===== src/rtl/fifo_buffer.sv =====
// -----------------------------------------------------------------------------
// fifo_buffer
//
// Parametrised synchronous FIFO with a registered read port. Up to DEPTH words
// of WIDTH bits are held and returned in first-in/first-out order. Full and
// empty are decoded from an occupancy register. Sticky overflow and underflow
// flags record any push attempted while full or pop attempted while empty.
//
// Parameters:
//   WIDTH   data word width in bits (>= 1)
//   DEPTH   number of entries (power of 2, >= 2)
//   ADDR_W  pointer width, derived from DEPTH (not meant to be overridden)
//
// Ports:
//   clk         rising-edge clock for all state
//   reset       synchronous, active-high reset; has priority over wr_en/rd_en
//   din         write data
//   wr_en       push request (accepted only when not full)
//   rd_en       pop request (accepted only when not empty)
//   dout        registered read data; holds its value between pops
//   dout_valid  one-cycle pulse when dout carries a newly popped word
//   full        occupancy == DEPTH
//   empty       occupancy == 0
//   count       occupancy (only when FIFO_BUFFER_COUNT_EN is defined)
//   overflow    sticky: push attempted while full
//   underflow   sticky: pop attempted while empty
//
// Build option:
//   FIFO_BUFFER_COUNT_EN  when defined, exposes the occupancy register on the
//                         count output port. When undefined the port is absent
//                         and occupancy stays internal.
// -----------------------------------------------------------------------------
module fifo_buffer #(
    parameter  int WIDTH  = 8,
    parameter  int DEPTH  = 4,
    localparam int ADDR_W = $clog2(DEPTH)
) (
    input  logic              clk,
    input  logic              reset,
    input  logic [WIDTH-1:0]  din,
    input  logic              wr_en,
    input  logic              rd_en,
    output logic [WIDTH-1:0]  dout,
    output logic              dout_valid,
    output logic              full,
    output logic              empty,
`ifdef FIFO_BUFFER_COUNT_EN
    output logic [ADDR_W:0]   count,
`endif
    output logic              overflow,
    output logic              underflow
);

    localparam logic [ADDR_W:0]   OCC_FULL = (ADDR_W + 1)'(DEPTH);
    localparam logic [ADDR_W:0]   OCC_ONE  = (ADDR_W + 1)'(1);
    localparam logic [ADDR_W-1:0] PTR_ONE  = ADDR_W'(1);

    // Storage: no reset so the array maps onto block/distributed RAM.
    logic [WIDTH-1:0] mem [DEPTH];

    logic [ADDR_W-1:0] wr_ptr_reg, wr_ptr_next;
    logic [ADDR_W-1:0] rd_ptr_reg, rd_ptr_next;
    logic [ADDR_W:0]   occ_reg,    occ_next;
    logic [WIDTH-1:0]  dout_reg,   dout_next;
    logic              valid_reg,  valid_next;
    logic              ovf_reg,    ovf_next;
    logic              unf_reg,    unf_next;

    logic push_ok;
    logic pop_ok;

    // Status is decoded from the registered occupancy, so it reflects the
    // state before the coming edge. This is what makes a simultaneous
    // push+pop on a full FIFO reject the push (and on an empty one the pop).
    assign full  = (occ_reg == OCC_FULL);
    assign empty = (occ_reg == '0);

    assign push_ok = wr_en & ~full;
    assign pop_ok  = rd_en & ~empty;

    // -------------------------------------------------------------------------
    // Next-state logic
    // -------------------------------------------------------------------------
    always_comb begin
        wr_ptr_next = wr_ptr_reg;
        rd_ptr_next = rd_ptr_reg;
        occ_next    = occ_reg;
        dout_next   = dout_reg;
        valid_next  = 1'b0;
        ovf_next    = ovf_reg | (wr_en & full);
        unf_next    = unf_reg | (rd_en & empty);

        if (push_ok) begin
            wr_ptr_next = wr_ptr_reg + PTR_ONE;
        end

        if (pop_ok) begin
            rd_ptr_next = rd_ptr_reg + PTR_ONE;
            dout_next   = mem[rd_ptr_reg];
            valid_next  = 1'b1;
        end

        // Simultaneous accepted push and pop leave occupancy unchanged.
        unique case ({push_ok, pop_ok})
            2'b10:   occ_next = occ_reg + OCC_ONE;
            2'b01:   occ_next = occ_reg - OCC_ONE;
            default: occ_next = occ_reg;
        endcase
    end

    // -------------------------------------------------------------------------
    // Control and output registers
    // -------------------------------------------------------------------------
    always_ff @(posedge clk) begin
        if (reset) begin
            wr_ptr_reg <= '0;
            rd_ptr_reg <= '0;
            occ_reg    <= '0;
            dout_reg   <= '0;
            valid_reg  <= 1'b0;
            ovf_reg    <= 1'b0;
            unf_reg    <= 1'b0;
        end else begin
            wr_ptr_reg <= wr_ptr_next;
            rd_ptr_reg <= rd_ptr_next;
            occ_reg    <= occ_next;
            dout_reg   <= dout_next;
            valid_reg  <= valid_next;
            ovf_reg    <= ovf_next;
            unf_reg    <= unf_next;
        end
    end

    // -------------------------------------------------------------------------
    // Storage write port. Writes are suppressed during reset so that a push
    // coinciding with reset leaves no trace, matching the rejected-op rule.
    // -------------------------------------------------------------------------
    always_ff @(posedge clk) begin
        if (push_ok && !reset) begin
            mem[wr_ptr_reg] <= din;
        end
    end

    assign dout       = dout_reg;
    assign dout_valid = valid_reg;
    assign overflow   = ovf_reg;
    assign underflow  = unf_reg;

`ifdef FIFO_BUFFER_COUNT_EN
    assign count = occ_reg;
`endif

endmodule


===== config.mk =====
export PLATFORM = sky130hd
export DESIGN_NAME = fifo_buffer
export DESIGN_NICKNAME = d
export VERILOG_FILES = /design/src/rtl/fifo_buffer.sv
export SDC_FILE = /design/constraint.sdc
export NUM_CORES = 1
export LEC_CHECK = 0
export ABC_AREA = 1
export CORE_UTILIZATION = 35
export DETAILED_ROUTE_END_ITERATION = 10
export PLACE_DENSITY = 0.6
export SYNTH_ARGS = -nofsm -noshare
export SYNTH_HDL_FRONTEND = slang
export SYNTH_SLANG_ARGS = --single-unit

===== constraint.sdc =====
create_clock -name clk -period 4.5 [get_ports clk]
set_clock_uncertainty 0.15 [all_clocks]
set_input_delay 1.125 -clock clk [delete_from_list [all_inputs] [get_ports clk]]
set_output_delay 1.125 -clock clk [all_outputs]
set_load 0.05 [all_outputs]

==> impl_metrics.csv, run 1 <==
group,metric,value,unit
synth,post_synth_num_cell_types,23,
cts,cts_resized,0,
synth,yosysWarnings,0,
finish,final_cell_mix,"60 x nand2_1, 57 x inv_1, 32 x edfxtp_1",
finish,design_area,2660,um^2
pwr,leakage,1.18,nW
cts,cts_root_buf,"clkbuf_8",
critical_path,crit_fanout,13,
timing,fin_crit,3.10,ns
synth,synth-xor-area-share,0,%
timing,finalMaxSlewViolations,0,
critical_path,worst-setup-path-type,"input pin to register",
synth,synth-simple-area-share,22.8,%
pwr,finalPower,1.46,mW
worst_hold_path,hold_end,"underflow$_SDFF_PP0_",
synth,synth-edff-count,32,
synth,synth_ff_type,"edfxtp_1",
global_route,grt_pass1_vias,1417,
cts,ctsLongestPathBuffers,2,
synth,async_flop_share,0,%
critical_path,reg2reg_depth,13,
global_route,grt_max_degree,21,
cts,clock-sinks,50,
global_route,gr-total-overflow,0,
place,routabilityCongestion,0.817,
synth,yosysSeqAreaShare,57.2,%
cts,cts_tree,"built",
place,pre_cts_slack,1.03,ns
timing,max_freq,323,MHz
synth,synthAdderAreaFrac,3.58,%
timing,slew_headroom,48.3,%
die,die_x,83.2,um
timing,fin_crit_sh,68.8,%
critical_path,reg2reg_setup_slack,2.44,ns
critical_path,cp.arrival,2.89,ns
detailed_routing,via_count,1523,
worst_hold_path,holdPathStages,2,
finish,area_growth,15.2,%
synth,synth_top_family_by_area,"simple AND/OR/NAND/NOR gates",
finish,final_common_cell,"nand2_1",
cts,h-tree-depth,2,
synth,synth_compound_area_share,2.33,%
detailed_routing,ant_nets,0,
finish,drive_gt1_share,9.42,%
timing,rsz0062_at_grt,"false",
die,core-area,6350,um^2
status,status,"finished, final reports clean",
global_route,grt_antenna_before_repair,0,
detailed_routing,routed_wl,4.17,mm
synth,synth.mux.area_fraction,0,%
place,numPortBuffers,24,
detailed_routing,avgRoutedWirePerCell,11.8,um
die,ios,25,
finish,final_util,41.9,%
critical_path,cp-end-kind,"register",
critical_path,required,4.29,ns
critical_path,reg2reg_from,"occ_reg[2]$_SDFFE_PP0P_",
global_route,gr-usage-all-layers,12.6,%
timing,worst_slew_pin_slew,0.775,ns
synth,syn_nets,270,
timing,setup_viol,0,
finish,largest_reg_flops,32,
synth,syn_inst,252,
run,drv_cap,0,
place,hpwl,3.10,mm
worst_hold_path,worstHoldStart,"underflow$_SDFF_PP0_",
cts,cts.clk_slew.worst_paths,0.09,ns
detailed_routing,first_iter_violations,87,
cts,cts_setup_buffers,0,
timing,fin_tns_setup,0,ns
worst_hold_path,min_path_type,"register to register",
detailed_routing,via_per_inst,4.31,
die,start_util,36.4,%
timing,fin_ws,1.40,ns
finish,diodes,0,
synth,ys_ff_latch,50,
synth,synthesis.area,2310,um^2
die,dieArea,6920,um^2
cts,clk_latency,0.30,ns
die,fp.dieH,83.2,um
global_route,grt_pass1_wl,6.84,mm
cts,cts_buffers,5,
critical_path,timing.rr.end,"occ_reg[2]$_SDFFE_PP0P_",
cts,holdBufCountCts,0,
detailed_routing,drtPass1Iterations,4,
pwr,peakVddDrop,0.375,mV
synth,avgSynthCellArea,9.16,um^2
place,placed_area,2550,um^2
detailed_routing,drc,0,
timing,finalHoldViolCount,0,
finish,nets,294,
pwr,p_per_area,547,nW/um^2
die,rows,29,
critical_path,critPathLaunchType,"input pin",
-- critical path, stage by stage --
cell	delay, ns
clkdlybuf4s50_1	0.55
inv_1	0.35
nand3_1	0.25
nor2_1	0.60
-- report_power, final --
| part | total [mW] | leakage, nW | switching [mW] | internal (mW) |
|---|---|---|---|---|
| registers | 0.605 | 0.439 | 0.0538 | 0.551 |
| logic | 0.545 | 0.690 | 0.363 | 0.182 |
| clock network | 0.306 | 0.0542 | 0.143 | 0.164 |
-- synth_stat cells (2+ instances only) --
master	instances	area, um^2
buf_6	4	45.0
o21ai_0	2	10.0
ha_1	5	62.6
nor2_1	23	86.3
nand2_1	60	225
inv_1	57	214
nand2_2	11	68.8
nor2_2	2	12.5
dfxtp_1	18	360
buf_12	2	40.0
a21oi_1	6	30.0
edfxtp_1	32	961
nand3_1	20	100
-- through the flow --
step                std cells  hold WS (ns)
finish                    353         0.303
global route              353         0.322
CTS                       353         0.306
detailed placement        346         0.293
global placement          346         0.289
floorplan                 252         0.317
-- cell families (layout without fill, tap and decap cells) --
group	after synthesis	after routing
and+or+nand+nor	119	119
DFF	50	50
adders and majority gates	6	6
buffers and inverters	67	91
AOI/OAI and AO/OA	10	10
-- routing by layer --
metal / GRT usage [%] / wire, um / vias to the layer above
met3: 2.49 / 121 / 8
met1: 17.3 / 2110 / 675
met4: 4.70 / 65 / 0
li1: - / - / 802
met5: 0 / 0 / -
met2: 19.6 / 1870 / 38
-- cell type report --
class	count	area (um^2)
clock buffer	5	68.8
clock inverter	2	38.8
fill	617	3690
inverter	60	233
multi-input combinational	135	662
sequential	50	1320
tap	77	96.3
timing repair buffer	24	240
-- worst max path at each step --
| stage | from | end | slack, ns | cells past startpoint |
|---|---|---|---|---|
| finish | reset | mem[0][7]$_DFFE_PP_ | 1.40 | 4 |
| global route | reset | mem[0][0]$_DFFE_PP_ | 1.24 | 4 |
| CTS | reset | mem[0][0]$_DFFE_PP_ | 1.35 | 4 |
| detailed placement | reset | mem[0][6]$_DFFE_PP_ | 1.03 | 4 |
| global placement | reset | mem[0][6]$_DFFE_PP_ | 1.12 | 4 |
| floorplan | rd_en | occ_reg[2]$_SDFFE_PP0P_ | 2.00 | 12 |
Power figures use the tool's default switching activity.
==> run 2: changes to the inputs <==
PLACE_DENSITY = 0.62   (was 0.6)
clock period = 2.6 ns   (was 4.5 ns; I/O delays follow)
==> run 2 against run 1 <==
Routed wire length down 7.8%. First-iteration DRC count is 5.7% lower. Total power grew 68%. Sequential share of layout area shrank 0.78 points. Largest cell class unchanged. Highest routed layer unchanged.
==> impl_metrics.csv, run 2 (same netlist as run 1, synthesis figures left out) <==
group,metric,value,unit
cts,cts_buffers,5,
cts,ctsLongestPathBuffers,2,
timing,fin_tns_setup,0,ns
timing,fin_crit,2.52,ns
cts,cts_resized,0,
global_route,grt_busiest_layer,"met2",
timing,max_freq,397,MHz
timing,finalMaxSlewViolations,0,
cts,clk_latency,0.30,ns
detailed_routing,via_per_inst,4.20,
timing,fin_crit_sh,96.8,%
critical_path,required,1.80,ns
die,dieArea,6920,um^2
critical_path,critPathLaunchType,"register",
pwr,peakVddDrop,0.630,mV
global_route,gr-usage-met2,20.6,%
die,ios,25,
detailed_routing,ant_nets,0,
global_route,gr-usage-met1,14.8,%
detailed_routing,drc,0,
detailed_routing,first_iter_violations,82,
finish,multiInputGateArea,662,um^2
cts,cts_tree,"built",
run,drv_cap,0,
die,die_x,83.2,um
global_route,grt_pass1_wl,6.56,mm
finish,drive_gt1_share,12.6,%
global_route,grt_pass1_vias,1391,
global_route,grt_antenna_before_repair,0,
finish,diodes,0,
pwr,p_per_area,904,nW/um^2
finish,final_cell_mix,"60 x nand2_1, 57 x inv_1, 32 x edfxtp_1",
detailed_routing,via_count,1525,
timing,slew_headroom,45.0,%
timing,finalHoldViolCount,0,
finish,final_util,42.6,%
finish,nets,303,
global_route,gr-total-overflow,0,
cts,clock-sinks,50,
cts,cts.clk_slew.worst_paths,0.09,ns
finish,area_growth,17.1,%
place,hpwl,2.56,mm
timing,fin_ws,0.0835,ns
place,pre_cts_slack,0.0764,ns
detailed_routing,avgRoutedWirePerCell,10.6,um
finish,final_common_cell,"nand2_1",
timing,worst_slew_pin_slew,0.824,ns
die,core-area,6350,um^2
critical_path,cp.arrival,1.72,ns
finish,largest_reg_flops,32,
critical_path,worst-setup-path-type,"register to output pin",
timing,setup_viol,0,
cts,cts_setup_buffers,0,
global_route,grt_max_degree,20,
global_route,met3_usage,2.78,%
place,routabilityCongestion,0.682,
finish,final-seq-area,1320,um^2
die,start_util,36.4,%
cts,holdBufCountCts,0,
finish,fill_cells,617,
global_route,gr-usage-all-layers,12.3,%
die,fp.dieH,83.2,um
timing,rsz0062_at_grt,"false",
cts,cts_root_buf,"clkbuf_8",
detailed_routing,drtPass1Iterations,4,
critical_path,crit_fanout,3,
pwr,leakage,1.22,nW
critical_path,cp-end-kind,"output pin",
worst_hold_path,min_path_type,"register to register",
status,status,"finished, final reports clean",
detailed_routing,routed_wl,3.85,mm
place,numPortBuffers,24,
cts,h-tree-depth,2,
die,rows,29,
==> run 2: cell types whose count changed in the layout (fill, tap and decap cells not counted), sizes merged <==
cell           change
buf               +10
bufinv             -1
clkdlybuf4s50      -1
clkinv             +1
clkinvlp           +1
==> run 2: where the power goes <==
part	leakage [nW]	total (mW)	internal (mW)	switching (mW)
clock	0.0416	0.439	0.185	0.255
combinational	0.737	0.965	0.333	0.632
sequential	0.439	1.04	0.952	0.0861
==> run 2: metal layers <==
| layer | part of all wire, % | vias up |
|---|---|---|
| met3 | 2.7 | 5 |
| met2 | 48 | 19 |
| li1 | - | 824 |
| met5 | 0 | - |
| met1 | 47 | 677 |
| met4 | 2.2 | 0 |
==> run 2: worst paths after layout <==
check | from | endpoint | slack, ns | depth (start not counted)
worst max-delay path | occ_reg[0]$_SDFFE_PP0P_ | empty | 0.08 | 4
worst min-delay path | underflow$_SDFF_PP0_ | underflow$_SDFF_PP0_ | 0.30 | 2
worst max register to register | occ_reg[0]$_SDFFE_PP0P_ | occ_reg[2]$_SDFFE_PP0P_ | 0.66 | 12
worst min register to register | underflow$_SDFF_PP0_ | underflow$_SDFF_PP0_ | 0.30 | 2
==> run 2: cell type report <==
type,count,area share (%)
clock inverters,3,0.602
multi-input cells,135,24.5
repair buffers,33,11.3
well taps,77,3.56
inverters,60,8.61
flip-flops and latches,50,48.9
clock buffers,5,2.55
==> run 2: worst max-delay path, stage by stage (launching register included) <==
cell and delay (ns):
dfxtp_1 0.35, nor2_4 0.14, nand2_4 0.07, inv_1 0.06, clkdlybuf4s50_1 0.79
==> run 2: per-stage QoR <==
step / instance area [um^2] / hold slack [ns] / cells / power, mW
CTS: 2700 / 0.303 / 363 / 2.48
global placement: 2620 / 0.287 / 355 / 2.02
global route: 2700 / 0.345 / 363 / 2.62
detailed placement: 2620 / 0.288 / 355 / 2.04
finish: 2700 / 0.300 / 363 / 2.44
floorplan: 2310 / 0.317 / 252 / 1.84
==> run 3: changes to the inputs <==
RECOVER_POWER = 25   (was unset)
==> run 3 against run 2 <==
Critical path depth stayed put. Utilization unchanged. Global-route usage stayed put. Register-to-register slack barely moved. Via count stayed put. Final area is the same. Maximum frequency stayed put. Worst setup slack stayed put. Sequential cell count stayed put. First-iteration DRC count did not move. Combinational power about the same. Die area unchanged. Critical endpoint unchanged.
==> impl_metrics.csv, run 3 (same netlist as run 1, synthesis figures left out) <==
group,metric,value,unit
status,status,"finished, final reports clean",
timing,max_freq,397,MHz
die,die_x,83.2,um
finish,diodes,0,
finish,drive_gt1_share,12.6,%
critical_path,cp-end-kind,"output pin",
timing,fin_crit,2.52,ns
timing,slew_headroom,45.0,%
global_route,grt_max_degree,20,
timing,finalMaxSlewViolations,0,
timing,fin_ws,0.0835,ns
place,placed_area,2620,um^2
finish,nets,303,
timing,setup_viol,0,
die,ios,25,
cts,cts_resized,0,
global_route,grt_antenna_before_repair,0,
pwr,p_per_area,903,nW/um^2
place,numPortBuffers,24,
critical_path,slowest_stage,"clkdlybuf4s50_1",
pwr,leakage,1.22,nW
detailed_routing,avgRoutedWirePerCell,10.6,um
critical_path,timing.rr.end,"occ_reg[2]$_SDFFE_PP0P_",
cts,cts.clk_slew.worst_paths,0.09,ns
cts,clock-sinks,50,
finish,final_common_cell,"nand2_1",
critical_path,reg2reg_depth,12,
timing,rsz0062_at_grt,"false",
cts,cts_tree,"built",
detailed_routing,via_count,1525,
die,rows,29,
die,start_util,36.4,%
finish,design_area,2700,um^2
cts,cts_setup_buffers,0,
cts,ctsLongestPathBuffers,2,
critical_path,crit_fanout,3,
finish,final_cell_mix,"60 x nand2_1, 57 x inv_1, 32 x edfxtp_1",
worst_hold_path,worstHoldStart,"underflow$_SDFF_PP0_",
detailed_routing,routed_wl,3.85,mm
place,routabilityCongestion,0.682,
finish,fill_cells,617,
global_route,gr-total-overflow,0,
timing,fin_crit_sh,96.8,%
timing,worst_slew_pin_slew,0.824,ns
critical_path,cp_cell_sequence,"nor2_4, nand2_4, inv_1, clkdlybuf4s50_1",
die,fp.dieH,83.2,um
finish,area_growth,17.1,%
cts,h-tree-depth,2,
critical_path,slowest_delay,0.79,ns
run,drv_cap,0,
pwr,peakVddDrop,0.630,mV
critical_path,reg2reg_from,"occ_reg[0]$_SDFFE_PP0P_",
cts,cts_root_buf,"clkbuf_8",
global_route,grt_pass1_vias,1391,
worst_hold_path,holdPathStages,2,
global_route,grt_pass1_wl,6.56,mm
detailed_routing,first_iter_violations,82,
cts,clk_latency,0.30,ns
die,dieArea,6920,um^2
timing,fin_tns_setup,0,ns
worst_hold_path,hold_end,"underflow$_SDFF_PP0_",
detailed_routing,ant_nets,0,
place,pre_cts_slack,0.0764,ns
timing,finalHoldViolCount,0,
finish,largest_reg_flops,32,
detailed_routing,drtPass1Iterations,4,
detailed_routing,drc,0,
global_route,gr-usage-all-layers,12.3,%
place,hpwl,2.56,mm
cts,holdBufCountCts,0,
die,core-area,6350,um^2
worst_hold_path,min_path_type,"register to register",
critical_path,worst-setup-path-type,"register to output pin",
critical_path,reg2reg_setup_slack,0.66,ns
pwr,finalPower,2.44,mW
critical_path,cp.arrival,1.72,ns
cts,cts_buffers,5,
critical_path,required,1.80,ns
detailed_routing,via_per_inst,4.20,
critical_path,critPathLaunchType,"register",
[run 3: worst max-delay path by stage]
stage                                        from                      end  slack, ns
after floorplan                             rd_en  occ_reg[2]$_SDFFE_PP0P_       0.58
after detailed placement                    rd_en  occ_reg[2]$_SDFFE_PP0P_       0.08
after global routing      occ_reg[0]$_SDFFE_PP0P_                    empty       0.01
final                     occ_reg[0]$_SDFFE_PP0P_                    empty       0.08
after global placement                      rd_en  occ_reg[2]$_SDFFE_PP0P_       0.11
after CTS                 occ_reg[0]$_SDFFE_PP0P_                    empty       0.07
[run 3: report_power, final]
group          switching (mW)  internal, mW  leakage [nW]  total (mW)
sequential             0.0861         0.952         0.439        1.04
combinational           0.632         0.331         0.739       0.963
clock                   0.255         0.185        0.0416       0.439
[run 3: per-layer routing]
layer,vias to the layer above,GRT usage (%),part of all wire [%]
met3,5,2.78,2.7
met1,677,14.8,47
met4,0,6.11,2.2
met2,19,20.6,48
li1,824,-,-
met5,-,0,0
[run 3: worst max-delay path: cells and delay by family (launching register included)]
family / cells / cell delay [ns]
buffers and inverters: 2 / 0.85
flip-flops: 1 / 0.35
AND/OR/NAND/NOR: 2 / 0.21
[run 3: final cells by class]
| type | count | area (um^2) | share of cell area [%] |
|---|---|---|---|
| Sequential cell | 50 | 1320 | 48.9 |
| Multi-Input combinational cell | 135 | 662 | 24.5 |
| Timing Repair Buffer | 33 | 305 | 11.3 |
| Inverter | 60 | 233 | 8.61 |
| Tap cell | 77 | 96.3 | 3.56 |
| Clock buffer | 5 | 68.8 | 2.55 |
| Clock inverter | 3 | 16.3 | 0.602 |
[run 3: through the flow]
stage          hold WS, ns  utilization (%)  instances
2_1_floorplan        0.317                -        252
3_3_place_gp         0.287             41.2        355
3_5_place_dp         0.288             41.2        355
4_1_cts              0.303             42.6        363
5_1_grt              0.345             42.6        363
6_report             0.300             42.6        363
